`src/rtl/loader_pkg.sv`:
```
// loader_pkg: types and constants shared by the instruction loader.
//   state_t : loader phase (header, payload, finished, rejected)
//   ACK_OK  : acknowledge byte sent after a successful load
//   ACK_ERR : acknowledge byte sent when the declared length is too large
package loader_pkg;

    typedef enum logic [1:0] {
        HDR  = 2'd0,
        BODY = 2'd1,
        DONE = 2'd2,
        ERR  = 2'd3
    } state_t;

    localparam logic [7:0] ACK_OK  = 8'hAA;
    localparam logic [7:0] ACK_ERR = 8'h55;

endpackage

```
`src/rtl/word_assembler.sv`:
```
// word_assembler: packs a byte stream into little-endian 32-bit words.
// Ports:
//   clk, rst       clock and synchronous active-high reset
//   i_byte_valid   a byte is offered this cycle
//   i_byte         the offered byte
//   o_word_valid   registered, one cycle after the edge taking the 4th byte
//   o_word         registered, the completed word
//   o_last         combinational: the offered byte completes a word
//   o_next_word    combinational: the word as it will be once this byte lands
// o_last/o_next_word let the parent act on the same edge that completes a
// word, so its own registered outputs line up with o_word_valid.
module word_assembler
    import loader_pkg::*;
(
    input  logic        clk,
    input  logic        rst,
    input  logic        i_byte_valid,
    input  logic [7:0]  i_byte,
    output logic        o_word_valid,
    output logic [31:0] o_word,
    output logic        o_last,
    output logic [31:0] o_next_word
);

    logic [1:0]  r_cnt;
    logic [31:0] r_shift;
    logic        r_word_valid;
    logic [31:0] r_word;

    // New bytes enter at the top so the first byte of a word ends in [7:0].
    assign o_next_word  = {i_byte, r_shift[31:8]};
    assign o_last       = i_byte_valid && (r_cnt == 2'd3);
    assign o_word_valid = r_word_valid;
    assign o_word       = r_word;

    // Byte counter, shift register and completed-word capture.
    always_ff @(posedge clk) begin
        if (rst) begin
            r_cnt        <= 2'd0;
            r_shift      <= 32'd0;
            r_word_valid <= 1'b0;
            r_word       <= 32'd0;
        end else begin
            r_word_valid <= 1'b0;
            if (i_byte_valid) begin
                r_shift <= o_next_word;
                r_cnt   <= r_cnt + 2'd1;
                if (r_cnt == 2'd3) begin
                    r_word_valid <= 1'b1;
                    r_word       <= o_next_word;
                end else begin
                    r_word <= r_word;
                end
            end else begin
                r_shift <= r_shift;
            end
        end
    end

endmodule

```
`src/rtl/instr_loader.sv`:
```
// instr_loader: boot loader writing a UART byte stream into instruction
// memory. Stream = 4-byte little-endian word count N, then N little-endian
// words written to addresses 0..N-1. Holds the core in reset until done.
// Ports:
//   clk, rst                 clock, synchronous active-high reset
//   rx_valid, rx_data        received byte strobe and data
//   imem_we/addr/wdata       instruction-memory write (one-cycle pulse)
//   tx_valid, tx_data        acknowledge byte strobe (AA ok, 55 error)
//   core_hold                high while the core must stay in reset
//   done, err                sticky completion / length-error flags
module instr_loader
    import loader_pkg::*;
#(
    parameter int ADDR_W = 15
) (
    input  logic              clk,
    input  logic              rst,
    input  logic              rx_valid,
    input  logic [7:0]        rx_data,
    output logic              imem_we,
    output logic [ADDR_W-1:0] imem_addr,
    output logic [31:0]       imem_wdata,
    output logic              tx_valid,
    output logic [7:0]        tx_data,
    output logic              core_hold,
    output logic              done,
    output logic              err
);

    // Capacity in words; 33 bits so the full 32-bit header compares cleanly.
    localparam logic [32:0] CAP = 33'd1 << ADDR_W;

    state_t              r_state;
    logic [ADDR_W:0]     r_n;
    logic [ADDR_W:0]     r_cnt;
    logic [ADDR_W-1:0]   r_addr;
    logic [ADDR_W-1:0]   r_imem_addr;
    logic                r_body_wr;
    logic                r_tx_valid;
    logic [7:0]          r_tx_data;
    logic                r_core_hold;
    logic                r_done;
    logic                r_err;

    logic                w_accept;
    logic                w_word_valid;
    logic [31:0]         w_word;
    logic                w_last;
    logic [31:0]         w_next_word;

    // Bytes are only consumed while the header or payload is being read.
    assign w_accept = rx_valid && ((r_state == HDR) || (r_state == BODY));

    word_assembler u_asm (
        .clk          (clk),
        .rst          (rst),
        .i_byte_valid (w_accept),
        .i_byte       (rx_data),
        .o_word_valid (w_word_valid),
        .o_word       (w_word),
        .o_last       (w_last),
        .o_next_word  (w_next_word)
    );

    // A header word also raises w_word_valid, so the write strobe is
    // qualified by r_body_wr, set only for payload words.
    assign imem_we    = w_word_valid && r_body_wr;
    assign imem_addr  = r_imem_addr;
    assign imem_wdata = w_word;
    assign tx_valid   = r_tx_valid;
    assign tx_data    = r_tx_data;
    assign core_hold  = r_core_hold;
    assign done       = r_done;
    assign err        = r_err;

    // Loader FSM with registered control outputs.
    always_ff @(posedge clk) begin
        if (rst) begin
            r_state     <= HDR;
            r_n         <= '0;
            r_cnt       <= '0;
            r_addr      <= '0;
            r_imem_addr <= '0;
            r_body_wr   <= 1'b0;
            r_tx_valid  <= 1'b0;
            r_tx_data   <= 8'h00;
            r_core_hold <= 1'b1;
            r_done      <= 1'b0;
            r_err       <= 1'b0;
        end else begin
            r_tx_valid <= 1'b0;
            r_body_wr  <= 1'b0;
            case (r_state)
                HDR: begin
                    if (w_last) begin
                        if (w_next_word == 32'd0) begin
                            r_state     <= DONE;
                            r_done      <= 1'b1;
                            r_core_hold <= 1'b0;
                            r_tx_valid  <= 1'b1;
                            r_tx_data   <= ACK_OK;
                        end else if ({1'b0, w_next_word} > CAP) begin
                            r_state    <= ERR;
                            r_err      <= 1'b1;
                            r_tx_valid <= 1'b1;
                            r_tx_data  <= ACK_ERR;
                        end else begin
                            r_state <= BODY;
                            r_n     <= w_next_word[ADDR_W:0];
                            r_cnt   <= '0;
                            r_addr  <= '0;
                        end
                    end else begin
                        r_state <= HDR;
                    end
                end
                BODY: begin
                    if (w_last) begin
                        r_body_wr   <= 1'b1;
                        r_imem_addr <= r_addr;
                        // Wraps only after the final write of a full load.
                        r_addr      <= r_addr + ADDR_W'(1);
                        r_cnt       <= r_cnt + (ADDR_W + 1)'(1);
                        if ((r_cnt + (ADDR_W + 1)'(1)) == r_n) begin
                            r_state     <= DONE;
                            r_done      <= 1'b1;
                            r_core_hold <= 1'b0;
                            r_tx_valid  <= 1'b1;
                            r_tx_data   <= ACK_OK;
                        end else begin
                            r_state <= BODY;
                        end
                    end else begin
                        r_state <= BODY;
                    end
                end
                DONE:    r_state <= DONE;
                ERR:     r_state <= ERR;
                default: r_state <= HDR;
            endcase
        end
    end

endmodule

```
`config.mk`:
```
export PLATFORM = sky130hd
export DESIGN_NAME = instr_loader
export DESIGN_NICKNAME = d
export VERILOG_FILES = /design/src/rtl/loader_pkg.sv /design/src/rtl/word_assembler.sv /design/src/rtl/instr_loader.sv
export SDC_FILE = /design/constraint.sdc
export NUM_CORES = 1
export LEC_CHECK = 0
export CAP_MARGIN = 20
export CORE_ASPECT_RATIO = 1.25
export CORE_MARGIN = 4
export CORE_UTILIZATION = 29
export CTS_BUF_LIST = sky130_fd_sc_hd__clkbuf_16
export DETAILED_ROUTE_END_ITERATION = 10
export DONT_BUFFER_PORTS = 1
export SLEW_MARGIN = 0
export SYNTH_ARGS = -nofsm -noshare
export SYNTH_HDL_FRONTEND = slang
export SYNTH_SLANG_ARGS = --single-unit
export TNS_END_PERCENT = 10
```
`constraint.sdc`:
```
create_clock -name clk -period 2.35 [get_ports clk]
set_clock_uncertainty 0.1 [all_clocks]
set_input_delay 0 -clock clk [delete_from_list [all_inputs] [get_ports clk]]
set_output_delay 0 -clock clk [all_outputs]
set_load 0.005 [all_outputs]
```
### Word level (Yosys, flattened, before mapping)

Cells that the tools add are included.

* register bits: 144
* output and inout port bits: 60
* bits of input ports: 11

* multiplexer cells: 40
* add/subtract/negate cells: 3
* reductions and logical operators: 16
* equal/unequal tests: 12
* bitwise gates (word level): 4
* order comparisons: 1

Operators by type and width (count)
* 2-to-1 mux 16 bit: 4
* 2-to-1 mux 15 bit: 4
* 2-to-1 mux 8 bit: 5
* greater-than comparator 32 x 16 -> 1 bit (second input constant): 1
* logical NOT 32 bit: 1
* case mux 16 bit (2 select lines): 1
* case mux 15 bit (2 select lines): 1
* adder 16 x 1 -> 16 bit (second input constant): 1
* == test 16 bit: 1
* case mux 8 bit (2 select lines): 1
* adder 15 x 1 -> 15 bit (second input constant): 1
* 2-to-1 mux 1 bit: 15
* AND reduction 5 bit: 3
* 2-to-1 mux 2 bit: 5
* inequality test 2 x 1 -> 1 bit (second input constant): 4
* case mux 2 bit (4 select lines): 1
* AND reduction 4 bit: 2
* == test 2 bit (second input constant): 3
* case mux 1 bit (2 select lines): 3
* inequality test 2 bit (second input constant): 2
* NOT 1 bit: 4
* AND reduction 2 bit: 2
* OR reduction 2 bit: 2
* logical AND 1 bit: 3
* other kinds (6): 6

### Depth between registers and ports, before layout

* word-level depth: 6
* mapped depth: 8
* depth with buffers taken out: 8

### Hierarchy

A second synthesis with hierarchy kept.

* cell total of the unflattened synthesis: 702
* area total of the unflattened synthesis: 6192.2 um2

Modules (own cells, without submodules)
* instr_loader: area an instance 3683.5 um2, sequential area each 1421.4 um2, cells each 460, times used 1
* word_assembler: area an instance 2508.7 um2, sequential area each 1181.1 um2, cells each 242, times used 1

### Worst setup path before layout

OpenSTA, ideal clock, no wires.

* path kind: reg-to-reg
* start point: reg r_cnt[0]
* end point: reg r_state[0]
* data arrival time: 2103 ps
* stages on the path, launching flop included: 8
* path slack: 12 ps
* path buffers: 0
* path through: dfxtp_1 ha_1 nand3_2 or4_4 xnor2_2 nand3_2 nor4_4 a211oi_1

* cells in the longest elaborated chain, start to end: 5

RTL lines
* start, declared: line instr_loader.sv:35 `logic [ADDR_W:0] r_cnt;`
* start signal, assigned: line instr_loader.sv:123 `r_cnt <= r_cnt + (ADDR_W + 1)'(1);`
* adder 16 x 1 -> 16 bit: line instr_loader.sv:124 `if ((r_cnt + (ADDR_W + 1)'(1)) == r_n) begin`
* == test 16 bit: line instr_loader.sv:124
* 2-to-1 mux 2 bit: line instr_loader.sv:124
* 2-to-1 mux 2 bit: line instr_loader.sv:118 `if (w_last) begin`
* case mux 2 bit (4 select lines): line instr_loader.sv:93 `case (r_state)`
* end signal, assigned: line instr_loader.sv:97 `r_state <= DONE;`
* end signal, assigned: line instr_loader.sv:125 `r_state <= DONE;`
* end signal, assigned: line instr_loader.sv:131 `r_state <= BODY;`
* end, declared: line instr_loader.sv:33 `state_t r_state;`

No other way between the ends.
A chain may end at the register's enable or synchronous reset.

### Final worst setup path

Ends and elaborated chain as after synthesis.

==> results <==
- The type of the worst setup path is flip-flop to flip-flop.
- Summed over all cells, the static leakage comes to 2.424 nW.
- The cell type of the slowest stage on the worst timing path is sky130_fd_sc_hd__or4_4.
- Summed over all layers, the global routing overflow is 0.
- The quantity of I/O buffers inserted on ports is 0.
- For this run, the total global-route usage over all layers was measured as 14.42%.
- After synthesis, the netlist uses 56 different library cells.
- During I/O placement, the number of pins put on the boundary was 71.
- The data arrival time of the critical path is 2430 ps.
- Cells with a size suffix above 1 make up 14.21% of the layout.
- In the routed design, unresolved DRC markers number 0.
- In the synthesized netlist, the number of instances is 725.
- The die is 165.1 microns tall.
- By area the synthesized netlist is led by sky130_fd_sc_hd__dfxtp_1, sky130_fd_sc_hd__nand2_1, sky130_fd_sc_hd__a21oi_1.
- The count of final max-slew check failures was 0.
- The delay of the slowest critical-path stage is 520 ps.
- The post-DP HPWL is 10780 microns.
- Timing would allow up to 446.6 MHz.
- Total power for the finished layout comes to 5.211 mW.
- The mean number of vias per cell is 4.956.
- The synthesized area per cell is 7.899 sq um.
- The async set-or-reset flop fraction in the synthesized netlist is 0%.
- The number of nets in the synthesized netlist is 739.
- The proportion of netlist area held by the largest area contributor is 45.44%.
- Compared with the post-synthesis result, the final layout area differs by 23.16%.
- The synthesized design contains 130 register bits.
- The standard cell core area is 19400 sq um.
- After detailed routing, the total wire length is 15510 microns.
- The flow ran to the end, and the final reports show no timing, DRC or antenna violations.
- Once routing completed, OpenROAD measured the worst setup slack at 110.7 ps.
- The type of the worst min-delay path is input pin to flip-flop.
- The worst path needs 2239 ps of the cycle, external delays included.
- STA classifies the critical path startpoint as a flip-flop.
- The number of antenna violations at the first check in global routing is 0.
- The critical path goes through ha_2, nand3_2, or4_4, xnor2_2, nand3_2, nor4_4, a211oi_1.
- The global-route met2 utilization is 24.91%.
- The floorplan has 57 rows.
- The floorplan die area is 22070 sq um.
- Clock-pin slew was measured on the worst setup and hold paths at 60 ps.
- The clock tree synthesis step divided the H-tree into 4 levels.
- The sequential-to-total area share from yosys stat is 45.44%.
- The power density over the cells is 738.8 nW/um^2.
- Yosys printed 0 warnings.
- The total via count in the routed design is 5115.
- The tree is rooted in a sky130_fd_sc_hd__clkbuf_16.
- Data on the critical path is required at its endpoint by 2540 ps.
- The layer with the highest usage after global routing is met2.
- In this run the cell area measured after placement is 6228 sq um.
- The total CTS buffers is 17.
- The part of the cycle the worst path needs is 95.29%.
- The final cell area excluding filler cells is 7053 sq um.
- The leading register cell type out of synthesis is sky130_fd_sc_hd__dfxtp_1.
- The cell repeated most along the worst path is sky130_fd_sc_hd__nand3_2.
- The met3 routing resource usage after global routing is 3.091%.
- Dividing the detail-routed wire length by the instance count gives 15.03 microns.
- At the end of routability-driven placement, the weighted congestion stood at 0.8493.
- The clock insertion delay at the later pin of the skew report is 420 ps.
- Among all cell types in the netlist, the one instantiated most often is sky130_fd_sc_hd__nand2_1.
- The initial cell density of the core is 29.52%.
- For the pin with the worst max-slew slack, the measured transition is 497.7 ps.
- Across the run, the number of max-cap violations was 0.
- The final count of hold timing violations is 0.
- The global-route wire length before repair is 25840 microns.
- The number of global-route vias before repair is 5063.
- The placement-stage worst setup slack is 48.71 ps.
- Entering global routing, the biggest net connects 94 pins.
- The count of flip-flops with a built-in enable after synthesis is 0.
- The first routing iteration left 291 violations.
- The clock drives 130 sinks.
- The share of the core filled with cells is 36.36%.
- The antenna diode count is 0.
- In this run the tightest slew margin relative to its limit is 66.79%.
- On the final layout, the worst hold slack is 33.68 ps.
- The biggest fanout along the worst timing path is 4.
- The number of search-and-repair iterations in the first detailed-routing pass is 5.
- Across the VDD grid, the largest voltage drop is 0.4209 mV.
- Measured along the x axis, the die boundary spans 133.7 microns.
- By count the netlist is led by sky130_fd_sc_hd__nand2_1, sky130_fd_sc_hd__dfxtp_1, sky130_fd_sc_hd__a21oi_1, sky130_fd_sc_hd__nor2_1, sky130_fd_sc_hd__clkbuf_1.
- The dominant cell type by area after synthesis is sky130_fd_sc_hd__dfxtp_1.
- The post-synthesis cell area is 5727 sq um.
- TritonCTS built the clock tree.
- The deepest clock path buffer count is 2.
- Once detail routing completed, the nets flagged for antenna violations numbered 0.
- STA classifies the critical path endpoint as a flip-flop.
- Setup violations remaining at the end of the flow were counted as 0.
- At the end of the flow, the number of nets in the layout was 768.
- In the global route stage, met1 resource usage came out at 17.53%.
## cells in the final DEF (no fill, tap or decap), types with 3 or more instances in the layout
cell | Yosys | routed
sky130_fd_sc_hd__nand2_1 | 178 | 178
sky130_fd_sc_hd__dfxtp_1 | 130 | 127
sky130_fd_sc_hd__a21oi_1 | 119 | 119
sky130_fd_sc_hd__buf_4 | 10 | 48
sky130_fd_sc_hd__nor2_1 | 40 | 40
sky130_fd_sc_hd__o21ai_0 | 18 | 18
sky130_fd_sc_hd__clkbuf_16 | 0 | 17
sky130_fd_sc_hd__nand3_1 | 16 | 16
sky130_fd_sc_hd__xnor2_1 | 14 | 13
sky130_fd_sc_hd__dlygate4sd3_1 | 0 | 13
sky130_fd_sc_hd__inv_1 | 11 | 11
sky130_fd_sc_hd__nand4_1 | 11 | 11
sky130_fd_sc_hd__nor3_1 | 11 | 10
sky130_fd_sc_hd__o31ai_1 | 10 | 10
sky130_fd_sc_hd__a31oi_1 | 9 | 9
sky130_fd_sc_hd__or4_1 | 9 | 9
sky130_fd_sc_hd__nor4_1 | 11 | 8
sky130_fd_sc_hd__xor2_1 | 8 | 8
sky130_fd_sc_hd__or3_1 | 6 | 6
sky130_fd_sc_hd__and4_1 | 6 | 5
sky130_fd_sc_hd__inv_6 | 0 | 5
sky130_fd_sc_hd__and2_1 | 4 | 4
sky130_fd_sc_hd__and3_1 | 5 | 4
sky130_fd_sc_hd__nor2b_1 | 5 | 4
sky130_fd_sc_hd__nand2b_1 | 4 | 4
sky130_fd_sc_hd__a211oi_1 | 4 | 4
sky130_fd_sc_hd__nor4_2 | 0 | 3
sky130_fd_sc_hd__xnor2_2 | 2 | 3
sky130_fd_sc_hd__o22ai_1 | 3 | 3
sky130_fd_sc_hd__bufinv_16 | 0 | 3
sky130_fd_sc_hd__buf_12 | 0 | 3
sky130_fd_sc_hd__dfxtp_2 | 0 | 3
## where the power goes
group | switching, mW | total, mW | internal [mW] | leakage, nW
clock network | 1.07 | 2.77 | 1.70 | 0.299
registers | 0.0218 | 2.25 | 2.23 | 1.05
logic | 0.122 | 0.198 | 0.0759 | 1.07
total | 1.21 | 5.21 | 4.00 | 2.42
## stage by stage
step / std cells / TNS [ps]
2_1_floorplan: 725 / 0
3_3_place_gp: 986 / 0
3_5_place_dp: 986 / 0
4_1_cts: 1032 / 0
5_1_grt: 1032 / -131.7
6_report: 1032 / 0
## per-layer routing
metal / wire [microns] / part of all wire, %
met2: 7646 / 49
met1: 6830 / 44
met4: 320 / 2.1
met5: 0 / 0
met3: 715 / 4.6
## registers in the layout (all words and copies together) (netlist names), 2 cells and up
name	count
u_asm.o_word	32
r_addr	15
r_cnt	16
r_state	2
imem_addr	15
u_asm.r_cnt	2
u_asm.r_shift	24
tx_data	2
r_n	16
## worst paths after layout
kind / startpoint / end / slack [ps] / cells after the start
hold reg to reg: r_n[2] / r_n[2] / 360 / 2
setup / recovery: r_cnt[0] / r_state[0] / 110 / 7
setup reg to reg: r_cnt[0] / r_state[0] / 110 / 7
hold / removal: rx_valid / u_asm.r_shift[29] / 30 / 4
## kinds of logic (layout without fill, tap and decap cells)
group / after synthesis / count (layout) / share of synthesized area [%]
compound gates: 185 / 185 / 18.70
xor+xnor: 25 / 25 / 4.326
fa+ha+maj: 3 / 3 / 0.6555
buf+inv: 67 / 109 / 5.200
flops: 130 / 130 / 45.44
simple gates: 315 / 315 / 25.67
## final cells by class
| class | count | area [sq um] |
|---|---|---|
| fillers | 2062 | 12350 |
| multi-input cells | 528 | 2873 |
| flip-flops and latches | 130 | 2606 |
| repair buffers | 65 | 578.1 |
| clock buffers | 17 | 425.4 |
| well taps | 265 | 331.6 |
| clock inverters | 15 | 193.9 |
| inverters | 12 | 45.04 |
## worst max-delay path: cells and delay by family, from the launching register on
kind | cells | cell delay (ps)
XOR/XNOR | 1 | 180
adder cells (fa/ha/maj) | 1 | 220
AND/OR/NAND/NOR | 4 | 1150
flip-flops | 1 | 340
AO/OA/AOI/OAI | 1 | 120
## timing repair
item | in CTS | in global routing
resized for setup | 0 | 12
endpoints found under the hold margin | 104 | 0
buffers inserted | 0 | 0
hold buffers | 14 | 0
setup endpoints to repair | 0 | 31
(Power assumes the default switching activity.)
